## src/rtl/csa_seq_adder.sv

```systemverilog
// Sequential wide adder: walks WIDTH-bit operands through one 4-bit
// carry-select slice, LSB slice first, chaining the carry through a register.
//
// Handshake semantics (both ports): a transfer happens on a rising clk edge
// where valid and ready are both high. in_ready is high only in IDLE and
// out_valid only in DONE, so the two are never high together. The producer
// may drop in_valid at any time; in_valid outside IDLE is ignored. Once
// out_valid rises, sum/cout stay stable until out_ready is seen.

// 4-bit carry-select slice: low pair ripples, high pair is precomputed for
// both carry values and selected by the low-pair carry.
module csa (
    input  logic [3:0] a,
    input  logic [3:0] b,
    input  logic       cin,
    output logic [3:0] s,
    output logic       cout
);
    logic [2:0] lo;
    logic [2:0] hi0;
    logic [2:0] hi1;

    // Both high-pair candidates are formed in parallel with the low pair.
    always_comb begin
        lo  = {1'b0, a[1:0]} + {1'b0, b[1:0]} + {2'b00, cin};
        hi0 = {1'b0, a[3:2]} + {1'b0, b[3:2]};
        hi1 = {1'b0, a[3:2]} + {1'b0, b[3:2]} + 3'd1;
        if (lo[2]) begin
            s    = {hi1[1:0], lo[1:0]};
            cout = hi1[2];
        end else begin
            s    = {hi0[1:0], lo[1:0]};
            cout = hi0[2];
        end
    end
endmodule

// WIDTH must be a multiple of 4 and at least 4.
module csa_seq_adder #(
    parameter int WIDTH = 16
) (
    input  logic             clk,
    input  logic             rst,
    input  logic             in_valid,
    output logic             in_ready,
    input  logic [WIDTH-1:0] a,
    input  logic [WIDTH-1:0] b,
    input  logic             cin,
    output logic             out_valid,
    input  logic             out_ready,
    output logic [WIDTH-1:0] sum,
    output logic             cout,
    output logic             busy
);
    localparam int NSLICE = WIDTH / 4;
    localparam int IW     = (NSLICE > 1) ? $clog2(NSLICE) : 1;

    typedef enum logic [1:0] {
        IDLE = 2'd0,
        RUN  = 2'd1,
        DONE = 2'd2
    } state_t;

    // state is kept as a plain named register so checkers can bind to it.
    state_t          state;
    logic [WIDTH-1:0] a_r;
    logic [WIDTH-1:0] b_r;
    logic            carry_r;
    logic [IW-1:0]   idx;

    logic [3:0]      slice_a;
    logic [3:0]      slice_b;
    logic [3:0]      slice_s;
    logic            slice_cout;
    logic            last_slice;

    // Select the operand nibble for the slice currently being processed.
    always_comb begin
        slice_a    = a_r[4*idx +: 4];
        slice_b    = b_r[4*idx +: 4];
        last_slice = (idx == IW'(NSLICE - 1));
    end

    csa u_csa (
        .a    (slice_a),
        .b    (slice_b),
        .cin  (carry_r),
        .s    (slice_s),
        .cout (slice_cout)
    );

    // Control FSM with registered handshake outputs and result registers.
    always_ff @(posedge clk) begin
        if (rst) begin
            state     <= IDLE;
            in_ready  <= 1'b1;
            out_valid <= 1'b0;
            busy      <= 1'b0;
            sum       <= '0;
            cout      <= 1'b0;
            idx       <= '0;
            carry_r   <= 1'b0;
            a_r       <= '0;
            b_r       <= '0;
        end else begin
            case (state)
                IDLE: begin
                    if (in_valid) begin
                        a_r      <= a;
                        b_r      <= b;
                        carry_r  <= cin;
                        idx      <= '0;
                        sum      <= '0;
                        cout     <= 1'b0;
                        state    <= RUN;
                        in_ready <= 1'b0;
                        busy     <= 1'b1;
                    end
                end
                RUN: begin
                    sum[4*idx +: 4] <= slice_s;
                    carry_r         <= slice_cout;
                    if (last_slice) begin
                        cout      <= slice_cout;
                        state     <= DONE;
                        out_valid <= 1'b1;
                    end else begin
                        idx <= idx + 1'b1;
                    end
                end
                DONE: begin
                    // Result is held until the consumer takes it.
                    if (out_ready) begin
                        state     <= IDLE;
                        out_valid <= 1'b0;
                        in_ready  <= 1'b1;
                        busy      <= 1'b0;
                    end
                end
                default: begin
                    state     <= IDLE;
                    in_ready  <= 1'b1;
                    out_valid <= 1'b0;
                    busy      <= 1'b0;
                end
            endcase
        end
    end
endmodule

```

## config.mk

```make
export PLATFORM = sky130hd
export DESIGN_NAME = csa_seq_adder
export DESIGN_NICKNAME = d
export VERILOG_FILES = /design/src/rtl/csa_seq_adder.sv
export SDC_FILE = /design/constraint.sdc
export NUM_CORES = 1
export LEC_CHECK = 0
export CAP_MARGIN = 0
export CORE_MARGIN = 2
export CORE_UTILIZATION = 53
export DETAILED_ROUTE_END_ITERATION = 10
export GPL_ROUTABILITY_DRIVEN = 0
export HOLD_SLACK_MARGIN = 0.03
export PLACE_DENSITY = 0.83
export SETUP_SLACK_MARGIN = 0.1
export SLEW_MARGIN = 20
export SYNTH_ARGS = -nofsm -noshare
export SYNTH_HDL_FRONTEND = slang
export SYNTH_SLANG_ARGS = --single-unit
```

## constraint.sdc

```tcl
create_clock -name clk -period 3.93 [get_ports clk]
set_input_delay 0.393 -clock clk [delete_from_list [all_inputs] [get_ports clk]]
set_output_delay 0.393 -clock clk [all_outputs]
set_load 0.05 [all_outputs]
```

==> metrics.txt <==
TNS Setup=0 ns; Post-CTS Resized=0; complex-gate fraction of the synthesized area=15.8%; # fillers=343; Die W=72.2 microns; Num CTS Buffers=9; syn nets=309; type of the tightest min-delay check=reg2reg; slowest CP cell=dfxtp_1; chip height=72.2 microns; Synth async-reset ratio=0%; warning count from the yosys run=0; initial antenna violation count=0; EDFF count, synth=0; # H-tree levels=3; Core ar.=4410 sq um; DP Wirelength=3890 microns; GRT overflow=0; post-synth top area share=46.2%; Min Hold Slack=0.454 ns; # DRC=0; Worst VDD drop=295 uV; CTS tree=done; row count=24; power density over cell area=395 nW/um^2; CTS max path bufs=2; RSZ-0062 raised after global routing=false; I/O Pins=57; Total GRT Usage=23.5%; setup bufs post-CTS=0; CTS Sinks=57; Final Instance Area=3210 sq um; first-pass GRT wire length=9320 microns; Hold Violations, Final=0; Worst Max-Slew Pin Slew=0.733 ns; initial core utilization=55.9%; Primary FF master, synth=dfxtp_1; Post-Route Utilization=72.8%; FMAX=0.338 GHz; area leader, netlist=dfxtp_1; Antenna diodes=0; CTS root buf=clkbuf_8; synth top area cells=dfxtp_1, nand2_1, a21oi_1; Worst Hold Path Cells=2; worst relative slew slack=51.1%; Cells after Synth=263; Syn-to-layout area delta=30.2%; post-synthesis xor/xnor area fraction=0.710%; hold buffers post-CTS=0; register area share after synthesis=46.2%; Post-Synth Adder-Cell Area=5.47%; share of cells above drive strength 1=10.0%; main combinational cell family by area after synthesis=simple AND/OR/NAND/NOR gates; largest net degree at the start of global routing=36; vias post-DR=2,068; most common cell after layout, fill and taps aside=nand2_1; Max Slew Vio Count=0; Skew-Pair Late Insertion Delay=0.35 ns; Placed Area=3040 sq um; WS Path Type=reg2reg; CP most frequent cell=ha_1; Leak=1.18 nW; outcome=finished, final reports clean; clock-pin transition on the worst setup and hold timing paths=0.06 ns; DRT antenna net count=0; Avg Vias per Cell=5.56; nature of the critical path endpoint=register; CP max stage delay=0.79 ns; crit path time final=2.96 ns; Worst setup SP type=register; synthesized area per cell=9.39 sq um; Worst EP arrival=3.17 ns; Final nets=362; drt pass-1 iters=4; R2R depth=6; final period utilization=75.2%; highest fanout seen on the critical path=16; max_cap viols=0; vias in the first global route=2,053; Simple-Gate Fraction of Synth Area=17.4%; Final setup viols=0; Syn Std Cell Area=2470 sq um; most frequent cells in the layout=nand2_1, dfxtp_1, clkdlybuf4s50_1; Routed WL=5580 microns; drt wl/cell=15.0 microns; Synth cell types=36; flops & latches, synth=57; multi-input logic area=1230 sq um; clk_skew=0.00837 ns; register area=1140 sq um; die area=5220 sq um; post-synthesis mux area share=10.4%; IO buf count=56; DRT iter0 DRCs=142; Crit path required time=4.15 ns; critical-path cell list=mux4_2, ha_1, fa_1, ha_1, mux2i_1, o2bb2ai_1
[registers in the layout, summed over array words and instances, names as in the netlist]
name       count
in_ready       1
cout           1
a_r           16
idx            2
busy           1
carry_r        1
sum           16
state          2
b_r           16
out_valid      1
[per-stage QoR]
| stage | total power, mW | std cells | setup WS, ns |
|---|---|---|---|
| 2_1_floorplan | 0.748 | 263 | 1.34 |
| 3_3_place_gp | 0.815 | 356 | 1.04 |
| 3_5_place_dp | 0.821 | 356 | 0.960 |
| 4_1_cts | 1.27 | 371 | 0.933 |
| 5_1_grt | 1.32 | 372 | 0.758 |
| 6_report | 1.27 | 372 | 0.974 |
[critical path, delay by kind of cell, from the launching register on]
family                   cells  cell delay [ns]
AO/OA/AOI/OAI                1             0.13
flip-flops                   1             0.79
adder cells (fa/ha/maj)      3             0.97
multiplexers                 2             0.94
[cell usage after synthesis, drive strengths merged, types with 3 or more instances]
cell / n
clkbuf: 9
mux4: 8
a22o: 9
o2bb2ai: 8
a21oi: 39
inv: 9
dfxtp: 57
mux2: 5
buf: 7
fa: 3
or3b: 3
nand2: 69
nor2: 3
ha: 6
[kinds of logic (layout without fill, tap and decap cells)]
group	after synthesis	in the layout
buf+inv	25	82
flops	57	57
simple gates	93	93
mux	15	15
fa+ha+maj	9	9
compound gates	62	62
xor+xnor	2	2
[layout make-up]
type | count | share of cell area, %
inverters | 9 | 1.05
clock buffers | 11 | 4.40
repair buffers | 58 | 18.0
clock inverters | 4 | 0.623
multi-input cells | 181 | 38.4
flip-flops and latches | 57 | 35.5
well taps | 52 | 2.02
[worst paths after layout]
path         startpoint     end  slack, ns
min reg2reg      b_r[9]  b_r[9]       0.45
max              idx[0]  sum[3]       0.97
min              b_r[9]  b_r[9]       0.45
max reg2reg      idx[0]  sum[3]       0.97
[layer usage]
metal  wire (microns)  part of all wire (%)  vias up  track usage, %
li1                 -                     -     1035               -
met5                0                     0        -               0
met3              330                   5.9        8            9.17
met2             2810                    50       58            39.9
met1             2380                    43      967            27.4
met4               65                   1.2        0            7.34
[where the power goes]
group / internal, mW / total (mW) / leakage [nW] / switching (mW)
Combinational: 0.0910 / 0.185 / 0.628 / 0.0945
Sequential: 0.603 / 0.627 / 0.465 / 0.0232
Clock: 0.237 / 0.459 / 0.0887 / 0.222
Total: 0.932 / 1.27 / 1.18 / 0.339
(Power assumes the default switching activity.)
